[src/rtl/pp_csa_accumulator.sv]
// Purpose : multi-beat partial-product reducer; three operands per beat folded into a
//           carry-save (S, C) pair by a 5:2 compressor, one carry-propagate add at the end.
// Latency : result valid two cycles after the last beat is accepted.
// Backpr. : in_ready low from the last beat until the result handshake; the result is
//           held stable while out_valid && !out_ready.
//
// Ports
//   clk, rst_n                     clock, synchronous active-low reset
//   in_valid/in_ready/in_last      beat handshake and end-of-operation marker
//   in_pp0..in_pp2, in_shift       three partial products and their common left shift
//   out_valid/out_ready            result handshake
//   out_data, out_beats, out_ovf   S + C, beats accumulated, forced end at MAX_BEATS
module pp_csa_accumulator #(
   parameter int WIDTH     = 32,
   parameter int IN_W      = 16,
   parameter int SHW       = 5,
   parameter int SIGNED    = 0,
   parameter int MAX_BEATS = 8,
   localparam int BCW      = $clog2(MAX_BEATS + 1)
) (
   input  logic             clk,
   input  logic             rst_n,
   input  logic             in_valid,
   output logic             in_ready,
   input  logic             in_last,
   input  logic [IN_W-1:0]  in_pp0,
   input  logic [IN_W-1:0]  in_pp1,
   input  logic [IN_W-1:0]  in_pp2,
   input  logic [SHW-1:0]   in_shift,
   output logic             out_valid,
   input  logic             out_ready,
   output logic [WIDTH-1:0] out_data,
   output logic [BCW-1:0]   out_beats,
   output logic             out_ovf
);

   typedef enum logic [1:0] {IDLE, ACC, FINAL, OUT} state_t;

   state_t           state_q, state_d;
   logic [WIDTH-1:0] s_q, c_q;
   logic [BCW-1:0]   cnt_q;

   // Size cast of a signed value sign-extends; of an unsigned value zero-extends.
   function automatic logic [WIDTH-1:0] extend(input logic [IN_W-1:0] pp);
      if (SIGNED != 0) extend = WIDTH'($signed(pp));
      else             extend = WIDTH'(pp);
   endfunction

   // Full-adder carry vector, moved up one weight; the bit leaving the top is
   // worth 2^WIDTH and vanishes under modulo arithmetic.
   function automatic logic [WIDTH-1:0] carry(input logic [WIDTH-1:0] a,
                                              input logic [WIDTH-1:0] b,
                                              input logic [WIDTH-1:0] c);
      logic [WIDTH-1:0] m;
      m     = (a & b) | (a & c) | (b & c);
      carry = {m[WIDTH-2:0], 1'b0};
   endfunction

   logic [WIDTH-1:0] p0, p1, p2;
   logic [WIDTH-1:0] base_s, base_c;
   logic [WIDTH-1:0] s1, c1, s2, c2, s_nx, c_nx;
   logic [BCW-1:0]   base_cnt, cnt_nx;
   logic             accept, at_max;

   always_comb begin
      p0 = extend(in_pp0) << in_shift;
      p1 = extend(in_pp1) << in_shift;
      p2 = extend(in_pp2) << in_shift;

      // A fresh operation starts from zero regardless of what the registers hold.
      base_s   = (state_q == IDLE) ? '0 : s_q;
      base_c   = (state_q == IDLE) ? '0 : c_q;
      base_cnt = (state_q == IDLE) ? '0 : cnt_q;

      s1   = p0 ^ p1 ^ p2;
      c1   = carry(p0, p1, p2);
      s2   = base_s ^ base_c ^ s1;
      c2   = carry(base_s, base_c, s1);
      s_nx = s2 ^ c1 ^ c2;
      c_nx = carry(s2, c1, c2);

      cnt_nx = base_cnt + BCW'(1);
      at_max = (cnt_nx == BCW'(MAX_BEATS));
   end

   assign in_ready  = (state_q == IDLE) || (state_q == ACC);
   assign out_valid = (state_q == OUT);
   assign accept    = in_valid && in_ready;

   always_comb begin
      state_d = state_q;
      case (state_q)
         IDLE, ACC: begin
            if (accept) state_d = (in_last || at_max) ? FINAL : ACC;
         end
         FINAL:      state_d = OUT;
         OUT: begin
            if (out_ready) state_d = IDLE;
         end
         default:    state_d = IDLE;
      endcase
   end

   always_ff @(posedge clk) begin
      if (!rst_n) begin
         state_q   <= IDLE;
         s_q       <= '0;
         c_q       <= '0;
         cnt_q     <= '0;
         out_data  <= '0;
         out_beats <= '0;
         out_ovf   <= 1'b0;
      end else begin
         state_q <= state_d;
         if (accept) begin
            s_q     <= s_nx;
            c_q     <= c_nx;
            cnt_q   <= cnt_nx;
            // Only the value written by the final beat survives into OUT.
            out_ovf <= at_max && !in_last;
         end
         if (state_q == FINAL) begin
            out_data  <= s_q + c_q;
            out_beats <= cnt_q;
         end
      end
   end

endmodule

[config.mk]
export PLATFORM = sky130hd
export DESIGN_NAME = pp_csa_accumulator
export DESIGN_NICKNAME = d
export VERILOG_FILES = /design/src/rtl/pp_csa_accumulator.sv
export SDC_FILE = /design/constraint.sdc
export NUM_CORES = 1
export LEC_CHECK = 0
export BUFFER_PORTS_ARGS = -buffer_cell sky130_fd_sc_hd__buf_2
export CAP_MARGIN = 20
export CORE_ASPECT_RATIO = 1.1
export CORE_MARGIN = 2
export CORE_UTILIZATION = 43
export CTS_CLUSTER_SIZE = 30
export DETAILED_ROUTE_END_ITERATION = 10
export GPL_ROUTABILITY_DRIVEN = 1
export PLACE_DENSITY = 0.73
export SYNTH_ARGS = -nofsm -noshare
export SYNTH_HDL_FRONTEND = slang
export SYNTH_SLANG_ARGS = --single-unit
[constraint.sdc]
create_clock -name clk -period 4.1 [get_ports clk]
set_input_delay 0.82 -clock clk [delete_from_list [all_inputs] [get_ports clk]]
set_output_delay 0.82 -clock clk [all_outputs]
set_load 0.05 [all_outputs]
After elaboration in Yosys (flattened, before gate mapping)
Cells that the tools add are included.
{ "classes": {"n_mux": 7, "n_bitwise": 21, "reduce_logical": 8, "eq_ne": 6, "n_addsub": 2, "shift": 3} }
{ "op_table": {"columns": ["op", "count"], "rows": [
  ["$and A31 B31 Y31", 9],
  ["$xor A32 B32 Y32", 6],
  ["$or A31 B31 Y31", 6],
  ["$shl A16 B5 Y32", 3],
  ["$mux W32", 2],
  ["$add A32 B32 Y32", 1],
  ["$mux W2", 3],
  ["$pmux W2 S3", 1],
  ["$add A4 B1 Y4 const B", 1],
  ["$eq A2 B2 Y1 const B", 2],
  ["$eq A4 B4 Y1 const B", 1],
  ["$mux W4", 1],
  ["$eq A2 B1 Y1 const B", 1],
  ["$logic_and A1 B1 Y1", 2],
  ["$logic_not A2 Y1", 1],
  ["$logic_or A1 B1 Y1", 2],
  ["$ne A2 B1 Y1 const B", 1],
  ["$ne A2 B2 Y1 const B", 1],
  ["$reduce_and A2 Y1", 1],
  ["$reduce_or A2 Y1", 1],
  ["$logic_not A1 Y1", 1]
]} }
{ "totals": {"inputBits": 58, "out_inout_bits": 39, "regBits": 106, "word_cells": 54} }

Depth between registers and ports, before layout
{ "depth": {"word_depth": 9, "ltp_mapped": 18, "depth_no_buf": 14} }

Least setup slack after synthesis
Ideal clock, no wire load.
{ "synth_timing": {"path_type": "input to register", "startpoint": "in in_shift[0]", "endpoint": "reg s_q[30]", "path_buffers": 4, "arrival_time_ns": 4.086, "setup_time_ns": 0.076, "setup_slack_ns": -0.061, "path_stages": 14, "required_ns": 4.024, "path_cell_list": "buf_6 > buf_8 > buf_6 > buf_2 > mux2i_1 > a21oi_1 > mux2_2 > mux2_2 > a22o_1 > fa_1 > fa_1 > fa_1 > nand2_1 > a21boi_0"} }
{ "synth_via": {"elab_chain_cells": 7, "word_cells_on_any_way": 17, "classes_between": "shift (3); bitwise (14)"} }
{ "synth_lines": {"columns": ["element", "line_no", "text"], "rows": [
  ["start: declaration", "29", "input logic [SHW-1:0] in_shift,"],
  ["$shl A16 B5 Y32, on equally long branches", "66, 67", null],
  ["$xor A32 B32 Y32 (2 in a row)", "75", "s1 = p0 ^ p1 ^ p2;"],
  ["$and A31 B31 Y31", "55", "m = (a & b) | (a & c) | (b & c);"],
  ["$or A31 B31 Y31 (2 in a row)", "55", null],
  ["$xor A32 B32 Y32 (*)", "79", "s_nx = s2 ^ c1 ^ c2;"],
  ["net s_nx[30]", "61", "logic [WIDTH-1:0] s1, c1, s2, c2, s_nx, c_nx;"],
  ["end signal: assignment", "116", "s_q <= s_nx;"],
  ["end: declaration", "40", "logic [WIDTH-1:0] s_q, c_q;"]
]} }
The timed path passes the listed nets; every way through them passes the cells marked *.
A chain may end at the register's enable or synchronous reset.

Worst setup path in the final report
{ "layout_timing": {"startpoint": "in in_shift[0]", "endpoint": "reg s_q[24]"} }
Same word-level chain as after synthesis.

==> results.tsv <==
stage	metric	value	unit
run_status	outcome	finished, final reports clean	
pwr	clock network power share	23.9	%
clock_network	clk buf depth	2	
clock_network	Clk pin slew, worst setup/hold paths	0.08	ns
final_layout	Finished Layout Cells	1761	
timing	max-slew violations	0	
yosys	synth unique cells	63	
pwr	P_sw	1370	uW
setup_path	Critical Path Sink Type	register	
yosys	top-area cell type share of the netlist area	19.6	%
route	Post-DRT Antenna Nets	0	
timing	Final Setup Violations	0	
route	DR iter-0 viols	971	
pwr	Logic pwr share	43.4	%
setup_path	critical path class	input port to register	
placed_design	dpl cells	1744	
floorplanning	core area	24500	um^2
clock_network	number of buffers created by CTS	9	
yosys	area leader, netlist	dfxtp_1	
clock_network	CTS tree	yes	
yosys	Synthesized Nets	1475	
pwr	Seq pwr share	32.7	%
timing	Slew HR	33.2	%
final_layout	Final nets	1628	
final_layout	number of fill cells	2316	
route	via count	9993	
floorplanning	die width	155	um
placed_design	placed cell area	12300	um^2
pwr	power per cell area	280	nW/um^2
clock_network	Clk Latency, worst-skew pair	0.36	ns
route	Residual DRC	0	
setup_path	critical-path maximum fanout	7	
yosys	number of flops mapped to enable cells by yosys	0	
setup_path	CP startpoint kind	input port	
clock_network	H-tree depth	3	
floorplanning	I/O pin cnt	97	
route	Pre-antenna DRT Iters	5	
timing	Tightest Pin Transition	1.00	ns
route	post-DR vias/cell	5.67	
timing	final hold vios	0	
pwr	VDD IR max	0.000190	V
grt	pin count of the biggest net entering global routing	80	
setup_path	Worst EP required	4.39	ns
clock_network	CTS sink count	105	
timing	f_max	251	MHz
grt	initial antenna violation count	0	
grt	total track usage	25.0	%
timing	period utilization	97.2	%
yosys	register area share after synthesis	19.6	%
floorplanning	FP Rows	60	
placed_design	IO buf count	96	
final_layout	area of the multi-input gates	8190	um^2
yosys	synthesized cell area	10700	um^2
min_path	min-delay worst type	register to register	
pwr	Internal	2170	uW
floorplanning	Initial Utilization	43.8	%
grt	total global routing overflow	0	
timing	RSZ-0062 raised after global routing	no	
final_layout	area grow syn2layout	18.2	%
run	maxcap violations	0	
clock_network	clock root buffer	clkbuf_16	
yosys	Top FF cell, synth	dfxtp_1	
yosys	top cells by area, synth	dfxtp_1, fa_1, nand2_1	
placed_design	DP HPWL	25700	um
final_layout	# diodes	0	
clock_network	hold-fix buffers at CTS	0	
setup_path	WP data arrival	4.28	ns
placed_design	gpl congestion	0.969	
route	final WL	32800	um
pwr	Switching Fraction	38.7	%
pwr	Leak Pwr	0.00568	uW
yosys	Async SR Flop Fraction	0	%
yosys	Synth Instances	1293	
yosys	synth warn	0	
final_layout	layout cell share with drive strength beyond 1	20.9	%
timing	Fin Setup TNS	0	ns
yosys	syn avg cell area	8.29	um^2
yosys	synthesized flop and latch total	105	
floorplanning	die area	26200	um^2
final_layout	design area	12700	um^2
floorplanning	die height	170	um
timing	clock skew	0.0101	ns
timing	fin crit period	3.99	ns
grt	vias in the first global route	9741	
final_layout	FF+latch area	2100	um^2
route	DR WL/cell	18.6	um
grt	global-route wire length before repair	52000	um
layout by cell type, fill, tap and decap left out, types with 12 or more instances in the layout:
cell type and count:
ha_1 33, nand2b_1 34, o21ai_0 65, inv_1 37, dfxtp_1 105, o22ai_1 24, nand2_1 247, nand3_1 19
buf_4 118, xnor2_1 12, a21oi_1 55, mux2_2 25, fa_1 89, nor2_1 46, nor3_1 13, buf_2 96
a21boi_0 66, and2_1 73, mux2i_1 64, nor2b_1 26
Yosys cell counts (4+ instances only):
cell type and instances:
mux2_2 25, nor3b_1 4, ha_1 33, a21oi_1 57, and2_1 73, nand3_1 19
o21ai_0 69, xor2_1 12, and3_1 5, nor2b_1 27, a21boi_0 73, inv_1 37
or2_2 7, a32oi_1 4, fa_1 91, xnor2_1 12, mux2i_1 72, a31oi_1 5
o31ai_1 9, o22ai_1 25, nor3_1 13, dfxtp_1 105, nand2b_1 34, o2bb2ai_1 4
mux4_2 8, nor2_1 47, a22oi_1 10, a211oi_1 11, a22o_1 8, nand2_1 248
buf_2 12, o21a_1 9, buf_1 12, clkbuf_1 55, a21o_1 11
cells by family after synthesis:
family / share of synthesized area, %
AND/OR/NAND/NOR: 21.4
flip-flops: 19.6
XOR/XNOR: 2.17
adder cells (fa/ha/maj): 20.9
AO/OA/AOI/OAI: 20.1
multiplexers: 11.3
buffers and inverters: 4.62
routing by layer:
layer  share of wire, %  global-route usage, %  wire length, um
met5                  0                      0                0
met4                3.2                   8.70             1050
met3                5.5                   2.83             1800
met2                 45                   40.3            14800
met1                 46                   35.0            15200
path summary, 6_finish.rpt:
check	depth (start not counted)	start	endpoint	slack [ns]
min reg2reg	2	out_data[21]	out_data[21]	0.45
max reg2reg	6	state_q[1]	s_q[25]	1.28
min	2	out_data[21]	out_data[21]	0.45
max	13	in_shift[0]	s_q[24]	0.11
metrics by stage:
step | util [%] | hold slack (ns) | setup WS, ns | total power, uW
after global placement | 50.3 | 0.436 | -0.258 | 2640
after CTS | 51.4 | 0.457 | 0.0556 | 3530
after detailed placement | 50.3 | 0.439 | -0.285 | 2670
after global routing | 51.7 | 0.477 | 0.00574 | 3750
after floorplan | - | 0.450 | -0.0253 | 2120
final | 51.7 | 0.451 | 0.115 | 3550
state kept, by name (all words and copies together) (netlist names):
signal and count:
c_q 30, out_ovf 1, cnt_q 4, out_data 32, out_beats 4, s_q 32, state_q 2
worst max-delay path, cell delays in order:
cell and delay (ns):
buf_2 0.16, buf_12 0.14, buf_4 0.16, mux4_2 0.57, mux2i_2 0.20, mux2i_1 0.13, nand2_1 0.08, o21ai_0 0.13
fa_1 0.69, fa_2 0.48, fa_1 0.49, nand2_1 0.05, a21boi_1 0.16
timing repair:
action,4_1_cts,5_1_grt
setup endpoints to repair,0,16
buffers inserted,0,1
gates resized for setup,0,26
final cells by class:
cell class | count | area share, %
multi-input cells | 1067 | 64.7
flip-flops and latches | 105 | 16.6
repair buffers | 224 | 12.3
well taps | 310 | 3.06
clock buffers | 12 | 1.95
inverters | 39 | 1.16
clock inverters | 4 | 0.217
power groups by stage:
stage / Combinational [uW] / Sequential, uW / Clock, uW
after detailed placement: 1490 / 1180 / 0
after CTS: 1510 / 1160 / 865
after global placement: 1470 / 1180 / 0
after global routing: 1680 / 1170 / 904
final: 1540 / 1160 / 847
after floorplan: 924 / 1200 / 0
No activity file was read; power rests on OpenSTA's default activity.
